===== src/rtl/elem_rr_arbiter.sv =====
// Round-robin arbiter with bounded-burst lock: N valid/ready requesters share one
// registered element stream output, each element tagged with its source index.
module elem_rr_arbiter #(
  parameter int NUM_REQ    = 4,
  parameter int ELEM_WIDTH = 4,
  parameter int BURST      = 1,
  localparam int IDW       = (NUM_REQ > 1) ? $clog2(NUM_REQ) : 1
) (
  input  logic                          clk_i,
  input  logic                          arst_ni,
  input  logic [NUM_REQ-1:0]            req_en_i,
  input  logic [NUM_REQ*ELEM_WIDTH-1:0] elem_in_i,
  input  logic [NUM_REQ-1:0]            elem_in_valid_i,
  output logic [NUM_REQ-1:0]            elem_in_ready_o,
  output logic [ELEM_WIDTH-1:0]         elem_out_o,
  output logic [IDW-1:0]                elem_out_id_o,
  output logic                          elem_out_valid_o,
  input  logic                          elem_out_ready_i
);

  localparam int CW = $clog2(BURST + 1);
  localparam logic [CW-1:0] BURST_C = CW'(BURST);

  logic                  vld_p1;
  logic [ELEM_WIDTH-1:0] data_p1;
  logic [IDW-1:0]        id_p1;
  logic [IDW-1:0]        owner;
  logic                  locked;
  logic [CW-1:0]         cnt;

  logic                  load;
  logic [NUM_REQ-1:0]    elig;
  logic                  keep;
  logic                  win_vld;
  logic [IDW-1:0]        winner;
  logic [ELEM_WIDTH-1:0] win_data;

  // Stage p0: winner selection and combinational ready
  always_comb begin
    load    = !vld_p1 || elem_out_ready_i;
    elig    = elem_in_valid_i & req_en_i;
    keep    = locked && elig[owner] && (cnt < BURST_C);
    win_vld = 1'b0;
    winner  = owner;
    if (keep) begin
      win_vld = 1'b1;
    end else begin
      // Rotating search starts just past the last owner and wraps back to it.
      for (int i = 1; i <= NUM_REQ; i++) begin
        if (!win_vld && elig[(int'(owner) + i) % NUM_REQ]) begin
          win_vld = 1'b1;
          winner  = IDW'((int'(owner) + i) % NUM_REQ);
        end
      end
    end
    win_data = '0;
    for (int k = 0; k < NUM_REQ; k++) begin
      if (winner == IDW'(k)) win_data = elem_in_i[k*ELEM_WIDTH +: ELEM_WIDTH];
    end
    elem_in_ready_o = '0;
    if (arst_ni && load && win_vld) elem_in_ready_o[winner] = 1'b1;
  end

  // Stage p1: output register and arbitration state
  always_ff @(posedge clk_i) begin
    if (!arst_ni) begin
      vld_p1  <= 1'b0;
      data_p1 <= '0;
      id_p1   <= '0;
      owner   <= IDW'(NUM_REQ - 1);
      locked  <= 1'b0;
      cnt     <= '0;
    end else if (load) begin
      if (win_vld) begin
        vld_p1  <= 1'b1;
        data_p1 <= win_data;
        id_p1   <= winner;
        if (keep) begin
          cnt <= cnt + CW'(1);
        end else begin
          owner  <= winner;
          cnt    <= CW'(1);
          locked <= 1'b1;
        end
      end else begin
        vld_p1 <= 1'b0;
        locked <= 1'b0;
      end
    end
  end

  assign elem_out_o       = data_p1;
  assign elem_out_id_o    = id_p1;
  assign elem_out_valid_o = vld_p1;

endmodule


===== config.mk =====
export PLATFORM = sky130hd
export DESIGN_NAME = elem_rr_arbiter
export DESIGN_NICKNAME = d
export VERILOG_FILES = /design/src/rtl/elem_rr_arbiter.sv
export SDC_FILE = /design/constraint.sdc
export NUM_CORES = 1
export LEC_CHECK = 0
export ABC_AREA = 1
export CAP_MARGIN = 5
export CORE_ASPECT_RATIO = 0.75
export CORE_MARGIN = 1
export CORE_UTILIZATION = 48
export CTS_BUF_LIST = sky130_fd_sc_hd__clkbuf_4
export CTS_CLUSTER_DIAMETER = 40
export DETAILED_ROUTE_END_ITERATION = 10
export GPL_ROUTABILITY_DRIVEN = 0
export PLACE_DENSITY = 0.87
export SETUP_SLACK_MARGIN = 0.02
export SYNTH_ARGS = -nofsm -noshare
export SYNTH_HDL_FRONTEND = slang
export SYNTH_SLANG_ARGS = --single-unit
export TNS_END_PERCENT = 10

===== constraint.sdc =====
create_clock -name clk_i -period 3.92 [get_ports clk_i]
set_input_delay 0.392 -clock clk_i [delete_from_list [all_inputs] [get_ports clk_i]]
set_output_delay 0.392 -clock clk_i [all_outputs]
set_load 0.05 [all_outputs]

After elaboration in Yosys (flattened, before gate mapping)
Index checks and enable logic that the tools add are counted.
{"block": "classes", "muxes": 38, "addsub": 5, "n_lt_le_gt_ge": 8, "n_eq_ne": 4, "reduce_logical": 21, "n_bitwise": 6}
{"op": "2-to-1 mux 1 bit", "n": 22}
{"op": "2-to-1 mux 4 bit", "n": 5}
{"op": "less-than comparator 3 x 4 -> 1 bit (second input constant)", "n": 4}
{"op": "binary-select mux 1 bit (select 2 bit)", "n": 5}
{"op": "2-to-1 mux 2 bit", "n": 5}
{"op": "logical AND 1 bit", "n": 8}
{"op": "OR reduction 2 bit", "n": 4}
{"op": "less-than comparator 2 x 3 -> 1 bit (second input constant)", "n": 2}
{"op": "adder 2 x 1 -> 2 bit (second input constant)", "n": 2}
{"op": "adder 2 bit (second input constant)", "n": 2}
{"op": "AND 1 bit (first input constant)", "n": 4}
{"op": "AND 4 bit", "n": 1}
{"op": "== test 2 bit (second input constant)", "n": 2}
{"op": "zero test 1 bit", "n": 4}
{"op": "AND reduction 2 bit", "n": 2}
{"op": "AND reduction 3 bit", "n": 1}
{"op": "demux 1 bit (select 2 bit)", "n": 1}
{"op": "== test 2 x 1 -> 1 bit (second input constant)", "n": 1}
{"op": "greater-or-equal comparator 2 x 1 -> 1 bit (second input constant)", "n": 1}
{"op": "zero test 2 bit", "n": 1}
{"op": "inequality test 2 bit (second input constant)", "n": 1}
{"op": "adder 1 bit (second input constant)", "n": 1}
{"op": "logical OR 1 bit", "n": 1}
{"op": "less-than comparator 1 bit (second input constant)", "n": 1}
{"op": "inverter 1 bit", "n": 1}
{"block": "word_totals", "output_inout_bits": 11, "ff_bits": 11, "in_bits": 27, "elab_cells": 88}

Logic depth before layout (Yosys ltp)
Gate-level depths: netlist (run 1).
{"block": "depth", "depth_word": 25, "mapped_depth": 17, "ltp_nobuf": 17}

Worst setup path after synthesis (run 1)
No wires, ideal clock.
{"block": "synth_timing", "path_kind": "flip-flop to output port", "start": "register owner[0]", "end": "output elem_in_ready_o[3]", "required_ps": 3528, "path_slack_ps": 1074, "arrival_time_ps": 2454, "n_path_buf": 2, "path_stages_with_launch": 13, "cell_sequence": "dfxtp_1 > buf_6 > nand3_1 > o21ai_1 > nand2_1 > nand2_1 > nand3_2 > nand2_1 > nand2_1 > nand2_2 > nand2_4 > buf_4 > nor3_1"}
{"block": "synth_between", "elab_chain_cells": 23, "elab_cells_between_ends": 46, "cone_classes": "add/sub: 4; order compare: 2; mux: 30; reduce/logical: 10"}
{"element": "start, declared", "line_no": "27", "source": "logic [IDW-1:0] owner;"}
{"element": "start signal, assigned", "line_no": "70", "source": "owner <= IDW'(NUM_REQ - 1);"}
{"element": "start signal, assigned", "line_no": "81", "source": "owner <= winner;"}
{"element": "adder 2 x 1 -> 2 bit", "line_no": "50, 52"}
{"element": "binary-select mux 1 bit (select 2 bit)", "line_no": "50", "source": "if (!win_vld && elig[(int'(owner) + i) % NUM_REQ]) begin"}
{"element": "2-to-1 mux 1 bit (not written as such) (2 in a row)", "line_no": "50"}
{"element": "2-to-1 mux 1 bit", "line_no": "50"}
{"element": "2-to-1 mux 1 bit", "line_no": "45", "source": "if (keep) begin"}
{"element": "zero test 1 bit", "line_no": "50"}
{"element": "logical AND 1 bit", "line_no": "50"}
{"element": "2-to-1 mux 1 bit", "line_no": "50"}
{"element": "(+6 left out)"}
{"element": "logical AND 1 bit", "line_no": "50"}
{"element": "2-to-1 mux 2 bit", "line_no": "50"}
{"element": "2-to-1 mux 2 bit", "line_no": "45"}
{"element": "less-than comparator 2 x 3 -> 1 bit (not written as such) / greater-or-equal comparator 2 x 1 -> 1 bit (equally long branches)", "line_no": "61", "source": "if (arst_ni && load && win_vld) elem_in_ready_o[winner] = 1'b1;"}
{"element": "logical AND 1 bit (not written as such)", "line_no": "61"}
{"element": "2-to-1 mux 1 bit (not written as such)", "line_no": "61"}
{"element": "demux 1 bit (select 2 bit)", "line_no": "61"}
{"element": "2-to-1 mux 4 bit *", "line_no": "61"}
{"element": "end, declared", "line_no": "14", "source": "output logic [NUM_REQ-1:0] elem_in_ready_o,"}
Every way passes the cells marked *; elsewhere a longest branch is shown, timed or not. The select of a mux whose other input is x is not followed.

Worst setup path after layout (run 1)
{"block": "layout_timing", "start": "register owner[0]", "end": "output elem_in_ready_o[0]"}
The elaborated chain is that of the path after synthesis.

==> flow_summary.yaml, run 1 <==
setup_path:
  worstSetupEndpointType: "primary output"
  worst-path-max-fanout: 14
  arrival_ps: 3180
  path_common_cell: "nand2_1"
  start_kind: "flip-flop"
  cp_cell_sequence: "inv_2 -> nand2_1 -> nand3_1 -> nand2_1 -> nand3_1 -> nand2_1 -> nand2_1 -> nand2_4 -> inv_2 -> nor3_1 -> clkdlybuf4s50_1"
  cpMaxStageDelayCell: "clkdlybuf4s50_1"
  crit-reg2reg-launch: "owner[0]$_SDFFE_PN1P_"
  cp.required_ps: 3530
  crit_type: "reg -> out"
  r2r_setup_slack_ps: 1490
  r2r_end: "elem_out_o[0]$_SDFFE_PN0P_"
  slowest_delay_ps: 830
  ff2ff_path_depth: 13
die:
  core_area_sq_um: 1805
  start_util_pct: 53.01
  dieWidth_um: 53.57
  fp.dieArea_sq_um: 2178
  die_h_um: 40.67
  rows: 13
  ios: 38
final_layout:
  final_net_count: 214
  final_core_util_pct: 74.57
  insertedDiodeCount: 0
  areaGrowthSynthToFinish_pct: 40.65
  drive_above_1_share_pct: 17.20
hold_path:
  holdPathStages: 2
  hold_path_class: "reg -> reg"
  min_to: "cnt$_SDFFE_PN0P_"
  hold_start: "cnt$_SDFFE_PN0P_"
timing:
  rsz0062_at_grt: "false"
  skew_ps: 3.016
  slew_headroom_pct: 65.75
  max_freq_ghz: 0.2797
  period_share_pct: 91.20
  tns_ps: 0
  hold_violations: 0
  post-route-min-period_ps: 3575
  slew_viol_final: 0
  worst_pin_slew_ps: 512.1
  setup_violations: 0
global_routing:
  antenna_found_initial: 0
  grtUsageMet1_pct: 35.38
  use_met2_pct: 39.06
  grt_max_degree: 15
  grt_pass1_wl_mm: 3.781
  grt_usage_pct: 24.98
  overflow: 0
  grt_busiest_layer: "met2"
  grt_pass1_vias: 871
  use_met3_pct: 2.222
synth:
  synth_cells: 148
  synth_fp_nets: 175
  yosys_warnings: 0
  synth.avg_cell_area_sq_um: 6.467
  ys_top_cells_by_count: "nand2_1, nand3_1, nor2_1"
  ys_seq_area_share_pct: 23.01
  synthMostInstantiatedCell: "nand2_1"
  synth-edff-count: 0
  ys_ff_latch: 11
  syn_area_sq_um: 957.2
  synthFlopType: "dfxtp_1"
  netlist_top_cells_area: "dfxtp_1, nand2_1, nand3_2"
  synthArstFlopShare_pct: 0
  synth_top_area_cell: "dfxtp_1"
  yosysUniqueCellTypes: 19
  yosysTopAreaCellShare_pct: 23.01
routing:
  ant_nets: 0
  post_drt_wl_per_cell_um: 12.39
  drt_iter0_drc: 54
  route.vias.total: 1121
  route.detailed.drc: 0
  avgViaCountPerCell: 5.389
  firstDrtPassIters: 4
  drt_wl_total_mm: 2.577
clock_network:
  cts_tree: "yes"
  hold_buffers: 0
  h-tree-depth: 1
  cts_buffers: 3
  clockBufferDepth: 2
  clk_pin_slew_ps: 60
  root_buffer: "clkbuf_4"
  cts_setup_buffers: 0
  cts.sinks: 11
  clk_latency_ps: 270
  postCtsResizedCells: 0
power:
  power_leakage_nw: 0.6007
  p_per_area_nw_per_um2: 1055
  vdd_drop_max_uv: 686.3
place:
  port_buffers: 37
  dpl.hpwl_mm: 2.056
outcome:
  outcome: "finished clean"
run:
  drv_cap: 0
-- power by group --
group	internal, W	switching (W)	leakage [nW]
Sequential	0.000159	0.0000420	0.0919
Clock	0.0000463	0.0000358	0.0184
Combinational	0.000354	0.000783	0.490
-- layout by cell type (no fill, tap or decap), types with 5 or more instances in the layout --
cell             count
nand3_2              8
inv_1                6
nand4_1             11
nor2_1              12
inv_2                5
nand3_1             15
nand2_2              6
o21ai_0              7
dfxtp_1             11
a21oi_1              6
clkdlybuf4s50_1     37
nand2_1             42
nand2_4              7
-- how the worst max path moves through the flow --
| stage | end | from | slack [ps] |
|---|---|---|---|
| after floorplan | elem_in_ready_o[3] | owner[0]$_SDFFE_PN1P_ | 1070 |
| after global placement | elem_in_ready_o[1] | elem_in_valid_i[3] | 610 |
| after detailed placement | elem_in_ready_o[1] | req_en_i[2] | 540 |
| after CTS | elem_in_ready_o[1] | owner[0]$_SDFFE_PN1P_ | 380 |
| after global routing | elem_in_ready_o[0] | owner[0]$_SDFFE_PN1P_ | 110 |
| final | elem_in_ready_o[0] | owner[0]$_SDFFE_PN1P_ | 340 |
-- registers in the layout, indices dropped and copies added (netlist names) --
register          cells
cnt                   1
elem_out_id_o         2
elem_out_o            4
elem_out_valid_o      1
locked                1
owner                 2
-- metal layers --
layer,part of all wire [%],up-vias
met4,1.2,0
li1,-,578
met3,4.7,3
met2,46,41
met1,48,499
met5,0,-
-- stage by stage --
stage                     area (sq um)  instances  total power [W]  hold slack (ps)  worst slack, ps
after floorplan                  957.2        148         0.001140            436.3             1074
final                             1346        208         0.001421            464.5            344.9
after CTS                         1346        208         0.001417            465.4            381.3
after detailed placement          1316        204         0.001325            456.6            541.9
after global placement            1316        204         0.001304            456.2            607.7
after global routing              1346        208         0.001529            502.1            105.6
-- cell families after synthesis --
kind of cell / count (synthesis) / share of synthesized area, %
buffers and inverters: 14 / 8.366
DFF: 11 / 23.01
AOI/OAI and AO/OA: 16 / 8.497
and+or+nand+nor: 107 / 60.13
-- critical path, delay by kind of cell (launching register included) --
| kind | cells | cell delay (ps) |
|---|---|---|
| buffers and inverters | 3 | 1080 |
| flip-flops | 1 | 620 |
| AND/OR/NAND/NOR | 8 | 1200 |
-- area by class of cell --
| type | instances | area, sq um |
|---|---|---|
| clock buffers | 4 | 30.03 |
| fillers | 140 | 459.2 |
| inverters | 11 | 41.29 |
| multi-input cells | 123 | 656.9 |
| flip-flops and latches | 11 | 220.2 |
| well taps | 22 | 27.53 |
| repair buffers | 37 | 370.4 |
(Power assumes the default switching activity.)
==> run 2, diff against run 1 <==
SKIP_CTS_REPAIR_TIMING = 1   (was not set)
==> results of run 2 <==
Same layout as run 1: the final DEF is identical, and so are final timing and power.
==> run 3, diff against run 2 <==
ABC_CLOCK_PERIOD_IN_PS = 4100   (was not set)
CORE_UTILIZATION = 45   (was 48)
PLACE_DENSITY = 0.83   (was 0.87)
REMOVE_ABC_BUFFERS = 1   (was not set)
clock period = 4.1 ns   (was 3.92 ns; I/O delays follow)
==> run 3 against run 2 <==
Sequential share of layout area hardly changed. Critical path depth stayed put. Via count is 1.6% higher. Total power is 5.6% lower. Combinational power decreased by 6%. Core utilization decreased by 7.0 points. Register-to-register slack improved by 240 ps. Setup slack gained 150 ps. Flip-flop and latch count is the same. Clock skew increased by 0.87 ps. Clock power is 0.6% lower. Critical path type unchanged.
==> flow_summary.yaml, run 3 (same netlist as run 1, synthesis figures left out) <==
outcome:
  outcome: "finished clean"
final_layout:
  multiInputGateArea_sq_um: 656.9
  layout_commonest_cell: "nand2_1"
  insertedDiodeCount: 0
  final_net_count: 214
  drive_above_1_share_pct: 17.20
  largest_reg_flops: 4
  areaGrowthSynthToFinish_pct: 40.91
  stdcell_area_sq_um: 1349
  final_cell_mix: "nand2_1, clkdlybuf4s50_1, nand3_1"
  nFillCells: 175
  seq_area_sq_um: 220.2
hold_path:
  holdPathStages: 2
  hold_start: "cnt$_SDFFE_PN0P_"
  min_to: "cnt$_SDFFE_PN0P_"
  hold_path_class: "reg -> reg"
setup_path:
  cp.required_ps: 3690
  worst-path-max-fanout: 14
  crit_type: "reg -> out"
  worstSetupEndpointType: "primary output"
  r2r_end: "elem_out_o[0]$_SDFFE_PN0P_"
  crit-reg2reg-launch: "owner[0]$_SDFFE_PN1P_"
  r2r_setup_slack_ps: 1730
  start_kind: "flip-flop"
  ff2ff_path_depth: 13
  arrival_ps: 3200
clock_network:
  cts_buffers: 3
  cts_tree: "yes"
  clockBufferDepth: 2
  root_buffer: "clkbuf_4"
  clk_pin_slew_ps: 70
  cts.sinks: 11
  clk_latency_ps: 270
  h-tree-depth: 1
routing:
  ant_nets: 0
  avgViaCountPerCell: 5.424
  route.vias.total: 1139
  route.detailed.drc: 0
  drt_iter0_drc: 53
  firstDrtPassIters: 5
  drt_wl_total_mm: 2.440
  post_drt_wl_per_cell_um: 11.62
global_routing:
  grt_pass1_vias: 1037
  grt_pass1_wl_mm: 4.181
  overflow: 0
  grt_usage_pct: 22.06
  antenna_found_initial: 0
  grt_max_degree: 15
die:
  start_util_pct: 47.93
  rows: 14
  core_area_sq_um: 1997
  dieWidth_um: 55.26
  fp.dieArea_sq_um: 2317
  ios: 38
  die_h_um: 41.94
power:
  swShare_pct: 60.11
  p_per_area_nw_per_um2: 994.2
  power.net_switching_w: 0.0008061
  p_int_w: 0.0005349
  vdd_drop_max_uv: 694.6
  power_w: 0.001341
  clock_power_share_pct: 6.1
  seqPwrFrac_pct: 14.2
  power_leakage_nw: 0.6007
  p_comb_share_pct: 79.7
place:
  dpl-instance-area_sq_um: 1319
  port_buffers: 37
  dpl.hpwl_mm: 1.913
timing:
  post-route-min-period_ps: 3609
  skew_ps: 3.884
  slew_headroom_pct: 65.94
  rsz0062_at_grt: "false"
  worst_pin_slew_ps: 509.2
  period_share_pct: 88.03
  max_freq_ghz: 0.2771
  hold_violations: 0
  setup_violations: 0
  tns_ps: 0
  slew_viol_final: 0
run:
  drv_cap: 0
## run 3: cell counts in the layout (fill, tap and decap cells not counted)
Identical to the previous run, type by type.
## run 3: per-layer routing
metal / global-route usage (%) / routed length [um] / vias to the layer above
met2: 39.04 / 1172 / 66
met4: 5.000 / 4 / 0
met5: 0 / 0 / -
met1: 28.19 / 1057 / 495
li1: - / - / 576
met3: 3.738 / 206 / 2
## run 3: through the flow
stage	worst slack [ps]	instances	hold WS, ps	util (%)
detailed placement	647.4	206	453.0	66.04
floorplan	1101	145	436.3	-
global route	241.9	210	496.8	67.54
finish	490.6	210	458.3	67.54
CTS	511.5	210	462.7	67.54
global placement	739.8	206	454.1	66.04
## run 3: power groups by stage
stage / Combinational (W) / Sequential [W] / Clock [W]
2_1_floorplan: 0.000726 / 0.000277 / 0
3_3_place_gp: 0.00104 / 0.000193 / 0
3_5_place_dp: 0.00106 / 0.000192 / 0
4_1_cts: 0.00107 / 0.000190 / 0.0000829
5_1_grt: 0.00118 / 0.000197 / 0.0000908
6_report: 0.00107 / 0.000191 / 0.0000817
## run 3: area by class of cell
cell class / count / area share, %
clock buffer: 4 / 2.226
tap: 24 / 2.226
timing repair buffer: 37 / 27.46
inverter: 11 / 3.061
sequential: 11 / 16.33
multi-input combinational: 123 / 48.70
## run 3: how the worst max path moves through the flow
| stage | startpoint | end | slack [ps] | depth (start not counted) |
|---|---|---|---|---|
| finish | owner[0]$_SDFFE_PN1P_ | elem_in_ready_o[1] | 490 | 11 |
| global route | owner[0]$_SDFFE_PN1P_ | elem_in_ready_o[0] | 240 | 11 |
| CTS | owner[0]$_SDFFE_PN1P_ | elem_in_ready_o[1] | 510 | 11 |
| detailed placement | req_en_i[3] | elem_in_ready_o[0] | 650 | 12 |
| global placement | elem_in_valid_i[3] | elem_in_ready_o[0] | 740 | 12 |
| floorplan | owner[0]$_SDFFE_PN1P_ | elem_in_ready_o[0] | 1100 | 12 |
## run 3: critical path: stages (launching register included)
cell and delay (ps):
dfxtp_1 630, inv_2 190, nand2_1 110, nand3_1 120, nand2_1 110, nand3_1 170
nand2_1 150, nand2_1 170, nand2_4 230, inv_2 60, nor3_1 150, clkdlybuf4s50_1 840
